`src/rtl/count_wrap_monitor_if.sv`:
```
// Bundles the counter sample and clear inputs with the lock/wrap/error status
// that count_wrap_monitor reports.
interface count_wrap_monitor_if #(
    parameter int WIDTH      = 4,
    parameter int WRAP_CNT_W = 8
);
    logic [WIDTH-1:0]      count_in;
    logic                  clear;
    logic                  locked;
    logic                  wrap_pulse;
    logic [WRAP_CNT_W-1:0] wrap_count;
    logic                  step_err;

    modport master (
        output count_in, clear,
        input  locked, wrap_pulse, wrap_count, step_err
    );

    modport slave (
        input  count_in, clear,
        output locked, wrap_pulse, wrap_count, step_err
    );
endinterface

```
`src/rtl/count_wrap_monitor.sv`:
```
// Checks that a free-running down counter decrements by one every clock, locks
// after LOCK_N good steps, and reports wrap events and sticky sequence errors.
module count_wrap_monitor #(
    parameter int WIDTH      = 4,
    parameter int LOCK_N     = 4,
    parameter int WRAP_CNT_W = 8,
    parameter int ALLOW_HOLD = 0
) (
    input  logic                 clk,
    input  logic                 reset,
    count_wrap_monitor_if.slave  bus
);

    typedef enum logic [1:0] {ACQUIRE, TRACK, LOCKED} state_t;

    localparam int              RUN_W   = $clog2(LOCK_N + 1);
    localparam logic [RUN_W-1:0] RUN_MAX = RUN_W'(LOCK_N);

    state_t                state, state_n;
    logic [WIDTH-1:0]      prev, prev_n, exp_val;
    logic [RUN_W-1:0]      run, run_n;
    logic                  locked_n, pulse_n, err_n;
    logic [WRAP_CNT_W-1:0] wcnt_n;
    logic                  good, hold, bad, wrap;

    function automatic logic [WRAP_CNT_W-1:0] sat_inc(input logic [WRAP_CNT_W-1:0] v);
        return (v == '1) ? v : v + WRAP_CNT_W'(1);
    endfunction

    always_ff @(posedge clk or posedge reset) begin
        if (reset) begin
            state          <= ACQUIRE;
            prev           <= '0;
            run            <= '0;
            bus.locked     <= 1'b0;
            bus.wrap_pulse <= 1'b0;
            bus.wrap_count <= '0;
            bus.step_err   <= 1'b0;
        end else begin
            state          <= state_n;
            prev           <= prev_n;
            run            <= run_n;
            bus.locked     <= locked_n;
            bus.wrap_pulse <= pulse_n;
            bus.wrap_count <= wcnt_n;
            bus.step_err   <= err_n;
        end
    end

    always_comb begin
        exp_val  = prev - WIDTH'(1);
        good     = (state != ACQUIRE) && (bus.count_in == exp_val);
        hold     = (state != ACQUIRE) && (ALLOW_HOLD != 0) && (bus.count_in == prev);
        bad      = (state != ACQUIRE) && !good && !hold;
        wrap     = good && (prev == '0);

        state_n  = state;
        prev_n   = bus.count_in;
        run_n    = run;
        locked_n = bus.locked;
        pulse_n  = wrap;
        wcnt_n   = bus.wrap_count;
        err_n    = bus.step_err;

        if (wrap)
            wcnt_n = sat_inc(bus.wrap_count);
        // Clear is applied before the error set below so a same-edge bad step wins.
        if (bus.clear) begin
            wcnt_n = '0;
            err_n  = 1'b0;
        end

        unique case (state)
            ACQUIRE: begin
                state_n = TRACK;
                run_n   = '0;
            end
            TRACK: begin
                if (good) begin
                    if (run == RUN_MAX - RUN_W'(1)) begin
                        state_n  = LOCKED;
                        locked_n = 1'b1;
                        run_n    = RUN_MAX;
                    end else begin
                        run_n = run + RUN_W'(1);
                    end
                end else if (bad) begin
                    run_n = '0;
                end
            end
            LOCKED: begin
                if (bad) begin
                    state_n  = TRACK;
                    locked_n = 1'b0;
                    run_n    = '0;
                    err_n    = 1'b1;
                end
            end
            default: state_n = ACQUIRE;
        endcase
    end

endmodule
```
`src/flat_wrapper.sv`:
```
// flat-port wrapper written by rule: the top's interface ports become plain ports
module count_wrap_monitor_flat 
#(
    parameter int WIDTH      = 4,
    parameter int LOCK_N     = 4,
    parameter int WRAP_CNT_W = 8,
    parameter int ALLOW_HOLD = 0
)
  (clk, reset, bus_count_in, bus_clear, bus_locked, bus_wrap_pulse, bus_wrap_count, bus_step_err);
  count_wrap_monitor_if #(.WIDTH(WIDTH), .WRAP_CNT_W(WRAP_CNT_W)) bus_i ();
  input  logic clk;
  input  logic reset;
  input wire logic [$bits(bus_i.count_in)-1:0] bus_count_in;
  input wire logic [$bits(bus_i.clear)-1:0] bus_clear;
  output wire logic [$bits(bus_i.locked)-1:0] bus_locked;
  output wire logic [$bits(bus_i.wrap_pulse)-1:0] bus_wrap_pulse;
  output wire logic [$bits(bus_i.wrap_count)-1:0] bus_wrap_count;
  output wire logic [$bits(bus_i.step_err)-1:0] bus_step_err;
  assign bus_i.count_in = bus_count_in;
  assign bus_i.clear = bus_clear;
  assign bus_locked = bus_i.locked;
  assign bus_wrap_pulse = bus_i.wrap_pulse;
  assign bus_wrap_count = bus_i.wrap_count;
  assign bus_step_err = bus_i.step_err;
  count_wrap_monitor #(.WIDTH(WIDTH), .LOCK_N(LOCK_N), .WRAP_CNT_W(WRAP_CNT_W), .ALLOW_HOLD(ALLOW_HOLD)) u_core (.clk(clk), .reset(reset), .bus(bus_i));
endmodule
```
`config.mk`:
```
export PLATFORM = sky130hd
export DESIGN_NAME = count_wrap_monitor_flat
export DESIGN_NICKNAME = d
export VERILOG_FILES = /design/src/rtl/count_wrap_monitor_if.sv /design/src/rtl/count_wrap_monitor.sv /design/src/flat_wrapper.sv
export SDC_FILE = /design/constraint.sdc
export NUM_CORES = 1
export LEC_CHECK = 0
export ABC_AREA = 1
export CAP_MARGIN = 20
export CELL_PAD_IN_SITES_DETAIL_PLACEMENT = 1
export CELL_PAD_IN_SITES_GLOBAL_PLACEMENT = 1
export CORE_AREA = 10 10 70 72
export CTS_BUF_LIST = sky130_fd_sc_hd__clkbuf_2
export CTS_CLUSTER_DIAMETER = 150
export CTS_CLUSTER_SIZE = 8
export DETAILED_ROUTE_END_ITERATION = 8
export DIE_AREA = 0 0 80 82
export GPL_ROUTABILITY_DRIVEN = 0
export GPL_TIMING_DRIVEN = 1
export PLACE_DENSITY_LB_ADDON = 0.1
export SETUP_SLACK_MARGIN = 0.2
export SLEW_MARGIN = 20
export SYNTH_ARGS = -nofsm -noshare
export SYNTH_HDL_FRONTEND = slang
export SYNTH_SLANG_ARGS = --single-unit
```
`constraint.sdc`:
```
create_clock -name clk -period 1.75 [get_ports clk]
set_input_delay 0.2625 -clock clk [delete_from_list [all_inputs] [get_ports clk]]
set_output_delay 0.2625 -clock clk [all_outputs]
set_load 0.02 [all_outputs]
```
==> key figures, run 1 <==
Yosys
  • Top-count cell post-synth: nand2_1
  • Mapped Area: between 0.001 and 0.0015 sq mm
  • Yosys warns: 0
  • Syn Nets: 176
  • Post-synth EDFFs: 0
  • Synth Area in Compound Gates: 4.301%
  • Number of synthesized register bits: 20
  • Largest family of logic cells by synthesized area: simple AND/OR/NAND/NOR gates
  • Synth Instances: 160
  • Synth top area share: 39.10%
  • Synth area leader: dfrtp_1
  • Distinct cell type count after synthesis: 26
  • Post-Synth Simple-Gate Area: 35.78%
  • Area contributors post-synth: dfrtp_1, nand2_1, ha_1
  • Post-synthesis mux area share: 0%
  • Adder-Cell Fraction of Synth Area: ~9%
  • XOR/XNOR share of the synthesized area: 5.474%
  • Top_reg_cell synth: dfrtp_1
  • Top post-synthesis cells by count: nand2_1, dfrtp_1, inv_1
  • Syn avg cell area: 8.000 sq um
  • Seq/Total Area, Yosys: 39.10%
  • Asr flop ratio synth: 100.0%

Worst setup path
  • CP arrival: 2.06 ns
  • CP top delay family: simple AND/OR/NAND/NOR gates
  • CP required: between 2 and 2.5 ns
  • Crit start category: flip-flop
  • Critical Path Most Common Cell: nand2_1
  • Largest stage delay, worst path: 0.44 ns
  • R2R setup slack: -0.06 ns
  • Cell Chain, Critical Path: inv_2 > ha_4 > nand2_1 > inv_1 > nor2_1 > nand2_1 > nor2_4 > nand3_4 > nor2_8 > nand2_8 > nand2_8 > nand3_2 > nand2_1
  • Worst Setup End Kind: flip-flop
  • Crit-path max FO: 8
  • WP buf/inv: 2
  • Slowest CP cell: dfrtp_1
  • WS Path Type: reg2reg
  • Worst reg2reg path startpoint: u_core.prev[0]
  • Critical path startpoint: u_core.prev[0]

GRT
  • Largest net degree at the start of global routing: 21
  • GRT Total Usage: between 10% and 20%
  • Global-route wire length before repair: 5.513 mm
  • Initial antenna violation count: 0
  • Number of global-route vias before repair: 1251
  • Gr ovfl total: 0

Worst hold path
  • HP Class: in2async

Flow run
  • Max Cap Viol: 0

Placed design
  • Post-Place Worst Slack: -0.1082 ns
  • Dpl hpwl: 2.404 mm
  • I/O Buffers: 17
  • Placed cells: 232

Detailed routing
  • Vias: 1118
  • Vias per cell: 4.717
  • DRT antenna net count: 0
  • Drt initial violations: 23
  • Pre-antenna DRT Iters: 4
  • Post-detailed-route wirelength per cell: between 10 and 15 microns
  • WL final: approximately 3.0 mm
  • DRC viols: 0

Layout
  • Area delta synth->final: 27.96%
  • Final core occ: a little under half
  • Final nets: 206
  • Layout cells sized above 1: 21.16%
  • N_diodes: 0
  • # fillers: 456
  • Cell Count, Final, Fillers Out: 237

STA
  • Max Slew Vio Count: 0
  • Sum Neg Setup Slack: -0.2784 ns
  • Crit share post-route: 103.1%
  • RSZ-0062 raised after global routing: yes
  • Clk_skew: ~0.013 ns
  • Final hold violation count: 0
  • Final worst-path setup slack: -0.05512 ns
  • FMAX: 0.5540 GHz
  • Worst Max-Slew Pin Slew: between 0.2 and 0.3 ns
  • Final setup viols: 11
  • Fin crit period: 1.805 ns
  • Slew headroom: 80.18%

Power
  • Worst IR Drop VDD: 0.0003140 V
  • Pwr per Cell Area: between 800 and 900 mW/mm^2
  • Total power: between 1 and 1.5 mW
  • LEAKAGE: just under 0.9 nW

Die
  • Die ar.: 0.006560 sq mm
  • Io pins: 18
  • Num rows: 22
  • Die H: 82 microns
  • Core Footprint: roughly 0.0036 sq mm
  • Initial Utilization: between 30% and 40%
  • Die width: 80 microns

Clock network
  • H-tree depth: 1
  • Root Buffer: clkbuf_2
  • Clk_lat worst skew: approximately 0.31 ns
  • Deepest clock path buffer count: 2
  • CTS Sinks: 20
  • Worst-path clk slew: about 0.21 ns
  • CTS buffer count: 3
  • CTS tree: yes

Status
  • Status: finished with violations
  • Violated checks: setup timing
[cell usage in the layout, fill, tap and decap left out, types with 2 or more instances in the layout]
cell / netlist / routed
dfrtp_1: 20 / 20
o21ai_2: 1 / 2
ha_1: 9 / 7
nand2_2: 6 / 12
nand4_1: 2 / 2
xor2_1: 6 / 6
o21ai_0: 3 / 2
xnor2_1: 2 / 2
clkdlybuf4s50_1: 0 / 6
o21ai_1: 4 / 4
buf_4: 0 / 9
dlygate4sd2_1: 0 / 11
inv_2: 2 / 4
inv_1: 19 / 17
nand2_1: 48 / 41
clkbuf_2: 0 / 3
ha_4: 0 / 2
nor2_1: 11 / 11
nand3_1: 15 / 15
nand2_8: 1 / 2
[per-layer routing]
metal,vias up,wire [microns],GRT usage [%]
met5,-,0,0
met4,0,23,2.993
met3,2,111,2.183
met2,12,1603,19.82
met1,543,1256,11.04
li1,561,-,-
[worst paths after layout]
path                                                  to  cells past startpoint
min in group clk                          u_core.prev[1]                      1
worst min-delay path            u_core.bus.wrap_count[7]                      3
worst min register to register       u_core.bus.step_err                      2
worst max register to register  u_core.bus.wrap_count[0]                     13
max in group asynchronous                 u_core.prev[1]                      3
worst max-delay path            u_core.bus.wrap_count[0]                     13
[logic make-up (layout without fill, tap and decap cells)]
family,Yosys count,in the layout
adder cells (fa/ha/maj),9,9
AND/OR/NAND/NOR,91,91
flip-flops,20,20
AO/OA/AOI/OAI,10,10
XOR/XNOR,8,8
buffers and inverters,22,51
[sequential cells by signal, indices dropped and copies added, names as in the netlist]
signal and cells:
u_core.bus.locked 1, u_core.bus.step_err 1, u_core.bus.wrap_count 8, u_core.bus.wrap_pulse 1, u_core.prev 4, u_core.run 3, u_core.state 2
[worst register-to-register path: cells and delay by family, from the launching register on]
family,cells,cell delay (ns)
AND/OR/NAND/NOR,10,0.97
flip-flops,1,0.44
adder cells (fa/ha/maj),1,0.21
buffers and inverters,2,0.14
[repair_timing]
item	CTS	global route
setup buffers	1	0
endpoints found under the setup margin	27	16
pin swaps	2	6
hold buffers	0	0
resized for setup	17	7
[metrics by stage]
stage               hold WS (ns)  area [sq um]
floorplan                 0.2263          1295
global placement          0.4816          1580
detailed placement        0.4832          1580
CTS                       0.2371          1610
global route              0.2355          1638
finish                    0.2560          1638
[layout make-up]
| cell class | instances | area [sq um] | share of cell area [%] |
|---|---|---|---|
| repair buffers | 26 | 224.0 | 13.67 |
| flip-flops and latches | 20 | 500.5 | 30.56 |
| clock buffers | 3 | 15.01 | 0.9167 |
| well taps | 48 | 60.06 | 3.667 |
| inverters | 21 | 78.83 | 4.813 |
| clock inverters | 1 | 3.754 | 0.2292 |
| multi-input cells | 118 | 755.7 | 46.14 |
[power breakdown]
group	leakage (nW)	switching (mW)	total, mW	internal (mW)
Sequential	0.263	0.0462	0.566	0.520
Combinational	0.588	0.395	0.637	0.241
Clock	0.0140	0.145	0.195	0.0497
Total	0.865	0.586	1.40	0.811
Power figures use the tool's default switching activity.
==> inputs of run 2 (changes only) <==
Settings changed: CORE_AREA 10 10 70 72 to 10 10 65 67, DIE_AREA 0 0 80 82 to 0 0 75 77.
Clock period 1.75 ns to 2.2 ns, I/O delays scaled along.
==> run 2 against run 1 <==
  * Maximum frequency shrank 3.3%
  * The flow now finishes without violations
  * Critical endpoint unchanged
  * Clock power fell by 26%
  * Clock-buffer cell count unchanged
  * Setup slack better by 0.39 ns
  * Utilization is 7.0 points higher
  * Global-route usage increased by 0.76 points
  * Register-to-register slack gained 0.39 ns
  * Highest routed layer unchanged
  * Non-clock buffer count decreased by 7
  * Sequential share of layout area grew 1.3 points
  * Clock skew fell by 0.012 ns
  * Cell count is 9.7% lower
  * Critical path type unchanged
==> key figures, run 2 (synthesis gave the netlist of run 1 again) <==
Worst setup path
  • Slowest CP cell: dfrtp_1
  • CP arrival: 2.12 ns (+0.06 ns)
  • CP required: 2.46 ns (+0.45 ns)
  • Crit start category: flip-flop
  • Cell Chain, Critical Path: inv_2 > ha_4 > nand2_4 > inv_2 > nor2_2 > nand2_2 > nor2_4 > nand3_4 > nor2_8 > nand2_8 > nand2_8 > nand3_2 > nand2_1
  • Largest stage delay, worst path: 0.44 ns (about the same)
  • Crit-path max FO: 8 (unchanged)
  • Worst Setup End Kind: flip-flop
  • WS Path Type: reg2reg

STA
  • Final setup viols: 0 (-11)
  • Final hold violation count: 0 (unchanged)
  • FMAX: 0.5359 GHz (-3.3%)
  • Max Slew Vio Count: 0 (unchanged)
  • RSZ-0062 raised after global routing: yes
  • Clk_skew: 0.001085 ns (-0.01203 ns)
  • Worst Max-Slew Pin Slew: 0.4961 ns (+0.2015 ns)
  • Sum Neg Setup Slack: 0 ns (+0.2784 ns)
  • Slew headroom: 66.89% (-13 points)
  • Hold WS: 0.3338 ns (+0.07781 ns)
  • Crit share post-route: 84.81% (-18 points)
  • Fin crit period: 1.866 ns (+0.06081 ns)

Clock network
  • CTS tree: yes
  • Deepest clock path buffer count: 2 (unchanged)
  • Worst-path clk slew: 0.18 ns (-0.03 ns)
  • Clk_lat worst skew: 0.30 ns (about the same)
  • CTS buffer count: 3 (unchanged)
  • CTS Sinks: 20 (unchanged)
  • Hold_buf cts: 0 (unchanged)
  • Root Buffer: clkbuf_2
  • H-tree depth: 1 (unchanged)

Power
  • Pwr per Cell Area: 688.6 mW/mm^2 (-19%)
  • Switching pwr: 0.4565 mW (-22%)
  • Clk pwr share: 13.4% (-0.5 points)
  • Logic pwr share: 44.7% (-0.9 points)
  • Internal power: 0.6247 mW (-23%)
  • Sw Share: 42.22% (+0.25 points)
  • Worst IR Drop VDD: 0.0004216 V (+34%)
  • LEAKAGE: 0.7799 nW (-9.8%)
  • Seq pwr share: 41.9% (+1.4 points)

Layout
  • Largest registers: u_core.bus.wrap_count: 8 flops, u_core.prev: 4 flops, u_core.run: 3 flops
  • Layout cells sized above 1: 17.68% (-3.5 points)
  • Top reg by flops: u_core.bus.wrap_count
  • N_diodes: 0 (unchanged)
  • Most frequent cells in the layout: nand2_1, dfrtp_1, clkdlybuf4s50_1, inv_1, nand3_1
  • Most common cell after layout, fill and taps aside: nand2_1
  • # fillers: 385 (-16%)
  • Final nets: 199 (-3.4%)
  • Area delta synth->final: 22.68%
  • Max reg flops: 8 (unchanged)

Flow run
  • Max Cap Viol: 0 (unchanged)

Die
  • Num rows: 20 (-9.1%)
  • Core Footprint: 0.002978 sq mm (-17%)
  • Die H: 77 microns (-6.1%)
  • Die ar.: 0.005775 sq mm (-12%)
  • Io pins: 18 (unchanged)
  • Die width: 75 microns (-6.3%)
  • Initial Utilization: 42.98% (+7.2 points)

Detailed routing
  • DRC viols: 0 (unchanged)
  • Vias per cell: 5.164 (+9.5%)
  • Vias: 1105 (-1.2%)
  • WL final: 2.970 mm (-0.80%)
  • Pre-antenna DRT Iters: 3 (-1)
  • Post-detailed-route wirelength per cell: 13.88 microns (+9.9%)
  • DRT antenna net count: 0 (unchanged)
  • Drt initial violations: 63 (+170%)

GRT
  • Grt met3 use: 2.574% (+0.39 points)
  • GRT Total Usage: 11.09% (+0.76 points)
  • Largest net degree at the start of global routing: 21 (unchanged)
  • Most Crowded Layer GR: met2
  • Routing usage on met1: 11.75% (+0.71 points)
  • Initial antenna violation count: 0 (unchanged)
  • Number of global-route vias before repair: 1223 (-2.2%)
  • GRT met2 Usage: 20.69% (+0.86 points)
  • Global-route wire length before repair: 5.223 mm (-5.3%)
  • Gr ovfl total: 0 (unchanged)

Worst hold path
  • HP Class: in2async

Placed design
  • I/O Buffers: 17 (unchanged)
  • Dpl hpwl: 2.372 mm (-1.3%)

Status
  • Status: finished clean
## run 2: changes by cell type in the layout (fill, tap and decap cells not counted), sizes merged
| cell | before | now |
|---|---|---|
| clkinv | 1 | 0 |
| clkdlybuf4s50 | 6 | 17 |
| buf | 9 | 2 |
| dlygate4sd2 | 11 | 0 |
## run 2: critical path, delay by kind of cell, from the launching register on
kind,cells,cell delay [ns]
adder cells (fa/ha/maj),1,0.22
flip-flops,1,0.44
buffers and inverters,2,0.16
AND/OR/NAND/NOR,10,1.01
## run 2: layout make-up
type	count	area, sq um	share of cell area, %
Clock buffer	3	15.01	0.9562
Inverter	21	78.83	5.020
Multi-Input combinational cell	118	749.5	47.73
Sequential cell	20	500.5	31.87
Tap cell	33	41.29	2.629
Timing Repair Buffer	19	185.2	11.79
## run 2: power groups by stage
stage	Clock (mW)	Combinational [mW]	Sequential, mW
after global placement	0	0.448	0.456
after CTS	0.159	0.478	0.453
after detailed placement	0	0.479	0.458
after floorplan	0	0.304	0.476
after global routing	0.177	0.547	0.460
final	0.145	0.483	0.453
## run 2: metal layers
| layer | up-vias | share of wire, % |
|---|---|---|
| met1 | 539 | 41 |
| met4 | 0 | 0.37 |
| met5 | - | 0 |
| li1 | 552 | - |
| met2 | 12 | 54 |
| met3 | 2 | 4.9 |
## run 2: final timing paths
path / startpoint / end / slack [ns] / depth (start not counted)
min reg2reg: u_core.bus.step_err / u_core.bus.step_err / 0.52 / 2
max reg2reg: u_core.prev[0] / u_core.bus.wrap_count[0] / 0.33 / 13
min: reset / u_core.bus.wrap_pulse / 0.33 / 3
max in group asynchronous: reset / u_core.bus.wrap_count[4] / 1.65 / 3
max: u_core.prev[0] / u_core.bus.wrap_count[0] / 0.33 / 13
min in group clk: bus_count_in[0] / u_core.prev[0] / 0.49 / 1
## run 2: through the flow
stage / setup WS (ns) / cell area (sq um) / util (%) / total power [mW] / std cells
3_3_place_gp: 0.3084 / 1494 / 50.17 / 0.9040 / 210
3_5_place_dp: 0.2683 / 1494 / 50.17 / 0.9372 / 210
2_1_floorplan: 0.5008 / 1280 / - / 0.7804 / 160
4_1_cts: 0.2745 / 1509 / 50.67 / 1.089 / 213
6_report: 0.3341 / 1570 / 52.73 / 1.081 / 214
5_1_grt: 0.1685 / 1570 / 52.73 / 1.184 / 214
## run 2: timing repair
action	in CTS	in global routing
resized for setup	0	14
endpoints found under the setup margin	0	14
setup buffers	0	1
